## src/rtl/iob_fifo_sync_asym_pkg.sv

```systemverilog
// Shared constants, width helpers and the registered status-flag bundle
// for the asymmetric synchronous FIFO and its storage RAM.
package iob_fifo_sync_asym_pkg;

  function automatic int min_f(input int a, input int b);
    return (a < b) ? a : b;
  endfunction

  function automatic int max_f(input int a, input int b);
    return (a > b) ? a : b;
  endfunction

  // Width ratio between the wider and the narrower port; always a power of 2.
  function automatic int ratio_f(input int w_data_w, input int r_data_w);
    return max_f(w_data_w, r_data_w) / min_f(w_data_w, r_data_w);
  endfunction

  // Units moved by one access on a port of width port_w.
  function automatic int port_ratio_f(input int port_w, input int w_data_w, input int r_data_w);
    return port_w / min_f(w_data_w, r_data_w);
  endfunction

  typedef struct packed {
    logic full;
    logic empty;
    logic almost_full;
    logic almost_empty;
    logic overflow;
    logic underflow;
  } flags_t;

  localparam flags_t FLAGS_RST = '{
    full:         1'b0,
    empty:        1'b1,
    almost_full:  1'b0,
    almost_empty: 1'b1,
    overflow:     1'b0,
    underflow:    1'b0
  };

endpackage

```

## src/rtl/iob_ram_2p_asym.sv

```systemverilog
// Synchronous dual-port RAM with independent write/read widths; storage is kept
// in narrow units and the wider port is steered across consecutive unit addresses.
module iob_ram_2p_asym
  import iob_fifo_sync_asym_pkg::*;
#(
  parameter int W_DATA_W = 32,
  parameter int R_DATA_W = 8,
  parameter int ADDR_W   = 4
) (
  input  logic                clk,
  input  logic                rst,
  input  logic                w_en,
  input  logic [ADDR_W-1:0]   w_addr,
  input  logic [W_DATA_W-1:0] w_data,
  input  logic                r_en,
  input  logic [ADDR_W-1:0]   r_addr,
  output logic [R_DATA_W-1:0] r_data
);

  localparam int MIN_W   = min_f(W_DATA_W, R_DATA_W);
  localparam int W_RATIO = port_ratio_f(W_DATA_W, W_DATA_W, R_DATA_W);
  localparam int R_RATIO = port_ratio_f(R_DATA_W, W_DATA_W, R_DATA_W);
  localparam int DEPTH   = 2 ** ADDR_W;

  logic [MIN_W-1:0]    mem_q [DEPTH];
  logic [R_DATA_W-1:0] r_data_d;
  logic [R_DATA_W-1:0] r_data_q;

  // Write lanes: lane i lands at w_addr+i, so the low lane is read out first.
  always_ff @(posedge clk) begin
    if (w_en) begin
      for (int i = 0; i < W_RATIO; i++) begin
        mem_q[w_addr + ADDR_W'(i)] <= w_data[i*MIN_W +: MIN_W];
      end
    end
  end

  always_comb begin
    r_data_d = '0;
    for (int i = 0; i < R_RATIO; i++) begin
      r_data_d[i*MIN_W +: MIN_W] = mem_q[r_addr + ADDR_W'(i)];
    end
  end

  // Output register holds its value until the next accepted read.
  always_ff @(posedge clk) begin
    if (rst) begin
      r_data_q <= '0;
    end else if (r_en) begin
      r_data_q <= r_data_d;
    end
  end

  assign r_data = r_data_q;

endmodule

```

## src/rtl/iob_fifo_sync_asym.sv

```systemverilog
// Single-clock asymmetric-width FIFO: unit-granular pointers, registered levels,
// threshold flags and sticky overflow/underflow around an asymmetric 2-port RAM.
module iob_fifo_sync_asym
  import iob_fifo_sync_asym_pkg::*;
#(
  parameter int W_DATA_W         = 32,
  parameter int R_DATA_W         = 8,
  parameter int ADDR_W           = 4,
  parameter int ALMOST_FULL_LVL  = (2 ** ADDR_W) - ratio_f(W_DATA_W, R_DATA_W),
  parameter int ALMOST_EMPTY_LVL = ratio_f(W_DATA_W, R_DATA_W)
) (
  input  logic                clk,
  input  logic                rst,
  input  logic                write_en,
  input  logic [W_DATA_W-1:0] data_in,
  output logic                full,
  output logic [ADDR_W:0]     level_w,
  input  logic                read_en,
  output logic [R_DATA_W-1:0] data_out,
  output logic                empty,
  output logic [ADDR_W:0]     level_r,
  output logic                almost_full,
  output logic                almost_empty,
  output logic                overflow,
  output logic                underflow
);

  localparam int PTR_W   = ADDR_W + 1;
  localparam int DEPTH   = 2 ** ADDR_W;
  localparam int W_RATIO = port_ratio_f(W_DATA_W, W_DATA_W, R_DATA_W);
  localparam int R_RATIO = port_ratio_f(R_DATA_W, W_DATA_W, R_DATA_W);
  localparam int W_LOG   = $clog2(W_RATIO);
  localparam int R_LOG   = $clog2(R_RATIO);

  logic [PTR_W-1:0] wptr_q, wptr_d;
  logic [PTR_W-1:0] rptr_q, rptr_d;
  logic [PTR_W-1:0] units_d;
  logic [PTR_W-1:0] free_d;
  logic [PTR_W-1:0] level_w_q, level_w_d;
  logic [PTR_W-1:0] level_r_q, level_r_d;
  flags_t           flags_q, flags_d;
  logic             w_acc;
  logic             r_acc;

  // Accept decisions use only the flags registered at the start of the cycle.
  assign w_acc = write_en && !flags_q.full;
  assign r_acc = read_en && !flags_q.empty;

  always_comb begin
    wptr_d = wptr_q;
    rptr_d = rptr_q;
    if (w_acc) begin
      wptr_d = wptr_q + PTR_W'(W_RATIO);
    end
    if (r_acc) begin
      rptr_d = rptr_q + PTR_W'(R_RATIO);
    end
  end

  // The extra pointer MSB lets units reach DEPTH without aliasing to zero.
  always_comb begin
    units_d   = wptr_d - rptr_d;
    free_d    = PTR_W'(DEPTH) - units_d;
    level_w_d = units_d >> W_LOG;
    level_r_d = units_d >> R_LOG;

    flags_d              = flags_q;
    flags_d.full         = free_d < PTR_W'(W_RATIO);
    flags_d.empty        = units_d < PTR_W'(R_RATIO);
    flags_d.almost_full  = units_d >= PTR_W'(ALMOST_FULL_LVL);
    flags_d.almost_empty = units_d <= PTR_W'(ALMOST_EMPTY_LVL);
    flags_d.overflow     = flags_q.overflow || (write_en && flags_q.full);
    flags_d.underflow    = flags_q.underflow || (read_en && flags_q.empty);
  end

  always_ff @(posedge clk) begin
    if (rst) begin
      wptr_q    <= '0;
      rptr_q    <= '0;
      level_w_q <= '0;
      level_r_q <= '0;
      flags_q   <= FLAGS_RST;
    end else begin
      wptr_q    <= wptr_d;
      rptr_q    <= rptr_d;
      level_w_q <= level_w_d;
      level_r_q <= level_r_d;
      flags_q   <= flags_d;
    end
  end

  iob_ram_2p_asym #(
    .W_DATA_W (W_DATA_W),
    .R_DATA_W (R_DATA_W),
    .ADDR_W   (ADDR_W)
  ) u_ram (
    .clk    (clk),
    .rst    (rst),
    .w_en   (w_acc),
    .w_addr (wptr_q[ADDR_W-1:0]),
    .w_data (data_in),
    .r_en   (r_acc),
    .r_addr (rptr_q[ADDR_W-1:0]),
    .r_data (data_out)
  );

  assign full         = flags_q.full;
  assign empty        = flags_q.empty;
  assign almost_full  = flags_q.almost_full;
  assign almost_empty = flags_q.almost_empty;
  assign overflow     = flags_q.overflow;
  assign underflow    = flags_q.underflow;
  assign level_w      = level_w_q;
  assign level_r      = level_r_q;

endmodule
```

## config.mk

```make
export PLATFORM = sky130hd
export DESIGN_NAME = iob_fifo_sync_asym
export DESIGN_NICKNAME = d
export VERILOG_FILES = /design/src/rtl/iob_fifo_sync_asym_pkg.sv /design/src/rtl/iob_ram_2p_asym.sv /design/src/rtl/iob_fifo_sync_asym.sv
export SDC_FILE = /design/constraint.sdc
export NUM_CORES = 1
export LEC_CHECK = 0
export ABC_AREA = 1
export ABC_CLOCK_PERIOD_IN_PS = 3090
export BUFFER_PORTS_ARGS = -buffer_cell sky130_fd_sc_hd__buf_2
export CORE_AREA = 2 2 175 177
export DETAILED_ROUTE_END_ITERATION = 8
export DIE_AREA = 0 0 177 179
export HOLD_SLACK_MARGIN = 0.03
export MAX_ROUTING_LAYER = met4
export RECOVER_POWER = 25
export SYNTH_ARGS = -nofsm -noshare
export SYNTH_HDL_FRONTEND = slang
export SYNTH_HIERARCHICAL = 1
export SYNTH_SLANG_ARGS = --single-unit
```

## constraint.sdc

```tcl
create_clock -name clk -period 3.09 [get_ports clk]
set_clock_uncertainty 0.15 [all_clocks]
set_input_delay 0.1545 -clock clk [delete_from_list [all_inputs] [get_ports clk]]
set_output_delay 0.1545 -clock clk [all_outputs]
set_load 0.01 [all_outputs]
```

==> summary.txt, run 1 <==
Setup path
  • Worst setup path end: u_ram/mem_q[2][2]
  • Source of the critical timing path: wptr_q[3]
  • Kind of critical path: flop to flop
  • Most numerous cell on the critical path: sky130_fd_sc_hd__nand2_1
  • Highest-delay cell along the critical path: sky130_fd_sc_hd__dfxtp_1
  • Worst EP arrival: 2.58 ns
  • Stages on worst setup path: 8
  • Startpoint of the worst register-to-register path: wptr_q[3]
  • Worst stage delay on the critical path: about 0.57 ns
  • Crit-path leading delay family: simple AND/OR/NAND/NOR gates
  • Bufs and invs on worst path: 3
  • Maximum fanout encountered on the critical timing path: 12
  • Worst Setup Start Kind: flop
  • RR Endpoint: u_ram/mem_q[2][2]
  • Setup slack of the worst register-to-register path: between 0.4 and 0.5 ns
  • Worst R2R Path Depth: 8
  • Data required time of the critical path: approximately 3 ns
  • Type of element capturing the critical path: flop
  • Cell Chain, Critical Path: inv_1 -> nand2_1 -> nand2_1 -> nand2_1 -> nor2_2 -> clkbuf_1 -> inv_1 -> nand4_1

Floorplanning
  • Height of the die: 179 um
  • Core Rows: 64
  • Die span in x: 177 um
  • Starting utilization of the core area: roughly two fifths
  • CORE AREA: 0.0300 sq mm
  • Top-level port count: 60
  • Die Area: 0.0317 sq mm

Route
  • Violation count after the first detailed-routing iteration: 1,956
  • Vias per inst: approximately 5.7
  • Average wire length per cell after detail routing: 22.1 um
  • Detailed-route via count: roughly 13,000
  • Drt first pass iters: 8
  • Drt drc: 0
  • Overall routed net length: 49.2 mm
  • Post-DRT Antenna Nets: 0

Power
  • Internal power: 4400 uW
  • Power spent charging and discharging nets: 2850 uW
  • Power density over the cells: 567 mW/mm^2
  • Switching power share of the total: 39.3%
  • IR drop worst, VDD: roughly 0.0004 V
  • Proportion of power drawn by the clock network: between 20% and 30%
  • Share of power burned in registers: 37.9%
  • Power share of the combinational group: about a third
  • Reported leakage power: 0.00592 uW

Logic synthesis
  • Seq/Total Area, Yosys: roughly 37%
  • Share of the synthesized area in the top cell type: about 33%
  • Count leader, synth: sky130_fd_sc_hd__nand2_1
  • Most instantiated cells after synthesis: 803 x sky130_fd_sc_hd__nand2_1, 227 x sky130_fd_sc_hd__nand3_1, 146 x sky130_fd_sc_hd__inv_1
  • Number of enable-type register cells in the synthesized netlist: 128
  • Proportion of register bits with asynchronous set or reset after synthesis: 0%
  • Leading post-synthesis cells by cell area: sky130_fd_sc_hd__edfxtp_1 33%, sky130_fd_sc_hd__nand2_1 26%, sky130_fd_sc_hd__nand3_1 9.6%
  • Area of the mapped netlist: 0.0118 sq mm
  • Cell type with the largest total area after synthesis: sky130_fd_sc_hd__edfxtp_1
  • Dominant register cell in the synthesized netlist: sky130_fd_sc_hd__edfxtp_1
  • Mean Syn Cell Area: between 6 and 7 sq um
  • YS warnings: 6
  • Post-synthesis cell count: around 1,800
  • Count of cell types in the netlist: 32
  • Register bit count reported by yosys: 154

Finish
  • Layout filler cell count: 3,247
  • Layout overhead on the synthesized area: 8.37%
  • Register area: ~0.0044 sq mm
  • Net count reported at finish: 1,859
  • Final instance area: 0.0128 sq mm
  • Final core utilization: between 40 and 50%
  • Area taken by multi-input logic gates: about 0.0063 sq mm
  • Post-Layout Cell Count: 2,224
  • Antenna Diode Count: 0
  • Layout cells sized above 1: 8.21%

Place
  • Post-detailed-placement cell area: between 0.01 and 0.015 sq mm
  • Cell Count Post-Placement: ~2,200
  • Number of buffer cells added on primary ports: 57
  • Routability cong.: 1.06
  • Post-DP HPWL: 31.9 mm

Clocking
  • Library cell used as clock root buffer: sky130_fd_sc_hd__clkbuf_16
  • CTS clock-pin slew for the worst setup and hold paths: 0.07 ns
  • H-tree lvl count: 4
  • Number of sinks driven by the clock tree: 154
  • Gates resized, CTS repair: 0
  • Clock tree from TritonCTS: done
  • Max Buffers Root-to-Sink: 2
  • Clock network latency to the later pin of the worst-skew pair: 0.45 ns
  • Number of buffers inserted during clock tree synthesis: 17

Global route
  • Antenna violations before repair: 0
  • Number of global-route vias before repair: 11,200
  • Aggregate global-route resource usage: 31.8%
  • Global route overflow: 0
  • Global-route wire length before repair: roughly 71 mm
  • Largest net degree at the start of global routing: 50

Flow run
  • Maximum Capacitance Violations: 0

Status
  • Result of the run: complete, no violations

Timing
  • Pin slew with the least headroom to its limit: roughly 1.1 ns
  • Pins Over Slew Limit: 0
  • Final Critical Period: 2.68 ns
  • Final Hold Vio Count: 0
  • Sum Neg Setup Slack: 0 ns
  • Post-Route Hold Slack: a little over 0.2 ns
  • Ratio of final minimum period to clock period: 86.9%
  • Maximum clock rate: ~0.37 GHz
  • Setup violators final: 0
  • Max_slew headroom: 26.4%
  • Setup repair after global routing missed its margin: no

Worst hold path
  • Worst hold path type: primary input to flop
  • Origin of the worst min-delay path: data_in[29]
==> power groups by stage <==
stage,combinational [uW],sequential [uW],clock [uW]
finish,2460,2750,2040
global route,2670,2770,2140
CTS,2350,2740,2060
detailed placement,2340,2790,0
global placement,2320,2790,0
floorplan,1650,2770,0
==> state kept, by name (all words and copies together) (netlist names) <==
signal,flops
level_w,3
overflow,1
almost_full,1
wptr_q,3
u_ram/mem_q,128
full,1
level_r,1
empty,1
rptr_q,5
u_ram/r_data,8
underflow,1
almost_empty,1
==> worst min-delay path: cells and delay by family <==
family / cells / cell delay [ns]
and+or+nand+nor: 2 / 0.19
buffers and inverters: 1 / 0.28
==> per-layer routing <==
layer	vias to the layer above	global-route usage [%]	wire, um
met5	-	-	0
met4	0	13.9	2130
met3	149	5.22	6310
met2	897	47.4	21400
met1	5799	42.7	19400
li1	5849	-	-
==> layout by cell type (no fill, tap or decap), drive strengths merged, types with 8 or more instances in the layout <==
master,n
a21oi,70
buf,47
clkbuf,51
clkinv,8
dfxtp,26
edfxtp,128
ha,8
inv,171
nand2,826
nand3,244
nand4,26
nor2,127
o2111ai,8
o211ai,43
o21ai,23
==> metrics by stage <==
stage	power, uW	worst slack (ns)
4_1_cts	7160	0.622
2_1_floorplan	4420	0.898
6_report	7250	0.406
3_5_place_dp	5120	0.658
5_1_grt	7570	0.236
3_3_place_gp	5110	0.674
==> area by class of cell <==
type	count	area share, %
clock buffers	19	3.38
clock inverters	13	0.919
inverters	167	4.90
multi-input cells	1391	49.2
flip-flops and latches	154	34.1
well taps	396	3.87
repair buffers	84	3.58
==> what timing repair did <==
| item | in CTS | in global routing |
|---|---|---|
| endpoints found under the hold margin | 13 | 0 |
| setup buffers | 0 | 0 |
| hold buffers | 5 | 0 |
==> kinds of logic (layout without fill, tap and decap cells) <==
logic type	Yosys count	count (layout)	share of synthesized area, %
AOI/OAI and AO/OA	144	144	7.27
buffers and inverters	284	283	9.74
xor gates and xnor gates	5	5	0.689
other	1	5	0.0318
adders and majority gates	8	8	0.848
and+or+nand+nor	1229	1229	44.5
DFF	154	154	37.0
==> how the worst min path moves through the flow <==
stage,endpoint,cells after the start,slack [ns]
detailed placement,overflow,3,0.27
floorplan,underflow,2,0.15
finish,u_ram/mem_q[11][5],3,0.20
global placement,overflow,3,0.25
global route,u_ram/mem_q[11][5],3,0.22
CTS,u_ram/mem_q[13][0],5,0.09
No activity file was read; power rests on OpenSTA's default activity.
==> run 2: changes to the inputs <==
Settings changed: CTS_BUF_LIST set to sky130_fd_sc_hd__clkbuf_8.
==> summary.txt, run 2 (same netlist as run 1, synthesis figures left out) <==
Flow run
  • Maximum Capacitance Violations: 0 (unchanged)

Finish
  • Largest register by flop count: u_ram/mem_q
  • Antenna Diode Count: 0 (unchanged)
  • Layout cells sized above 1: 8.21% (unchanged)
  • Most frequent cells in the layout: 806 x sky130_fd_sc_hd__nand2_1, 227 x sky130_fd_sc_hd__nand3_1, 151 x sky130_fd_sc_hd__inv_1, 128 x sky130_fd_sc_hd__edfxtp_1, 110 x sky130_fd_sc_hd__nor2_1
  • Final instance area: 0.0126 sq mm (-1.5%)
  • Most common library cell in the layout ignoring fill and taps: sky130_fd_sc_hd__nand2_1
  • Layout overhead on the synthesized area: 6.75%
  • Largest register FFs: 128 (unchanged)
  • Net count reported at finish: 1,859 (unchanged)

Global route
  • Number of global-route vias before repair: 11,200 (-0.23%)
  • Antenna violations before repair: 0 (unchanged)
  • Global route overflow: 0 (unchanged)
  • Global-route wire length before repair: 70.8 mm (-0.17%)
  • Largest net degree at the start of global routing: 50 (unchanged)
  • Aggregate global-route resource usage: 31.7% (-0.11 points)

Floorplanning
  • Die span in x: 177 um (unchanged)
  • Starting utilization of the core area: 39.3% (unchanged)
  • CORE AREA: 0.0300 sq mm (unchanged)
  • Die Area: 0.0317 sq mm (unchanged)
  • Top-level port count: 60 (unchanged)
  • Height of the die: 179 um (unchanged)
  • Core Rows: 64 (unchanged)

Place
  • Post-DP HPWL: 31.9 mm (unchanged)
  • Number of buffer cells added on primary ports: 57 (unchanged)
  • Routability cong.: 1.06 (unchanged)
  • Post-detailed-placement cell area: 0.0122 sq mm (unchanged)

Clocking
  • Gates resized, CTS repair: 0 (unchanged)
  • Number of setup buffers added after CTS: 0 (unchanged)
  • Clock network latency to the later pin of the worst-skew pair: 0.49 ns (+0.04 ns)
  • Max Buffers Root-to-Sink: 2 (unchanged)
  • Number of buffers inserted during clock tree synthesis: 17 (unchanged)
  • Clock tree from TritonCTS: done
  • Number of sinks driven by the clock tree: 154 (unchanged)
  • Library cell used as clock root buffer: sky130_fd_sc_hd__clkbuf_8
  • H-tree lvl count: 4 (unchanged)
  • Hold buffer count at cts: 5 (unchanged)
  • CTS clock-pin slew for the worst setup and hold paths: 0.09 ns (+0.02 ns)

Setup path
  • Highest-delay cell along the critical path: sky130_fd_sc_hd__dfxtp_1
  • Maximum fanout encountered on the critical timing path: 12 (unchanged)
  • Data required time of the critical path: 3.02 ns (+0.03 ns)
  • Kind of critical path: flop to flop
  • Type of element capturing the critical path: flop
  • Worst EP arrival: 2.63 ns (+0.05 ns)
  • Cell Chain, Critical Path: inv_1 -> nand2_1 -> nand2_1 -> nand2_1 -> nor2_2 -> clkbuf_1 -> inv_1 -> nand4_1
  • Worst Setup Start Kind: flop
  • Most numerous cell on the critical path: sky130_fd_sc_hd__nand2_1
  • Worst stage delay on the critical path: 0.58 ns (about the same)

Route
  • Vias per inst: 5.67 (-0.61%)
  • Average wire length per cell after detail routing: 22.0 um (-0.56%)
  • Drt drc: 0 (unchanged)
  • Violation count after the first detailed-routing iteration: 2,023 (+3.4%)
  • Overall routed net length: 48.9 mm (-0.56%)
  • Detailed-route via count: 12,600 (-0.61%)
  • Post-DRT Antenna Nets: 0 (unchanged)
  • Drt first pass iters: 9 (+1)

Timing
  • Ratio of final minimum period to clock period: 87.5% (+0.65 points)
  • Maximum clock rate: 0.370 GHz (-0.74%)
  • Final Critical Period: 2.70 ns (+0.0200 ns)
  • Max_slew headroom: 26.1% (-0.28 points)
  • Final Hold Vio Count: 0 (unchanged)
  • Pin slew with the least headroom to its limit: 1.11 ns (+0.00413 ns)
  • Sum Neg Setup Slack: 0 ns (unchanged)
  • Setup violators final: 0 (unchanged)
  • Pins Over Slew Limit: 0 (unchanged)
  • Setup repair after global routing missed its margin: no

Worst hold path
  • Worst hold path type: primary input to flop

Power
  • IR drop worst, VDD: 0.000251 V (-38%)
  • Power density over the cells: 531 mW/mm^2 (-6.4%)
  • Reported leakage power: 0.00584 uW (-1.3%)

Status
  • Result of the run: complete, no violations
==> run 2: path summary, 6_finish.rpt <==
kind                        end   startpoint  slack [ns]  depth (start not counted)
max           u_ram/mem_q[2][7]    wptr_q[3]        0.39                          8
max reg2reg   u_ram/mem_q[2][7]    wptr_q[3]        0.39                          8
min          u_ram/mem_q[11][5]  data_in[29]        0.16                          3
min reg2reg           wptr_q[4]    wptr_q[4]        0.38                          2
==> run 2: final cells by class <==
cell class / count / area, sq um
clock buffers: 17 / 234
clock inverters: 15 / 125
fillers: 3270 / 17400
inverters: 167 / 627
multi-input cells: 1391 / 6300
flip-flops and latches: 154 / 4360
well taps: 396 / 495
repair buffers: 84 / 458
==> run 2: power by group <==
group	total, uW	switching (uW)	leakage, uW	internal [uW]
Clock	1490	849	0.000198	636
Combinational	2460	1800	0.00426	657
Sequential	2740	116	0.00139	2630
==> run 2: metal layers <==
| metal | vias to the layer above | part of all wire (%) | GRT usage (%) |
|---|---|---|---|
| li1 | 5835 | - | - |
| met1 | 5802 | 40 | 42.5 |
| met2 | 845 | 44 | 47.7 |
| met3 | 135 | 12 | 5.15 |
| met4 | 0 | 4.0 | 13.0 |
| met5 | - | 0 | - |
==> run 2: metrics by stage <==
step / setup WS [ns] / power [uW] / std cells / hold WS, ns / util, %
after floorplan: 0.898 / 4420 / 1829 / 0.145 / -
after global placement: 0.674 / 5110 / 2187 / 0.248 / 40.8
after detailed placement: 0.658 / 5120 / 2187 / 0.265 / 40.8
after CTS: 0.630 / 6610 / 2224 / 0.0436 / 42.1
after global routing: 0.231 / 7020 / 2224 / 0.164 / 42.0
final: 0.386 / 6690 / 2224 / 0.161 / 42.0
==> run 2: worst max-delay path: cells and delay by family, from the launching register on <==
kind                   cells  cell delay [ns]
AND/OR/NAND/NOR            5             0.89
buffers and inverters      3             0.70
flip-flops                 1             0.58
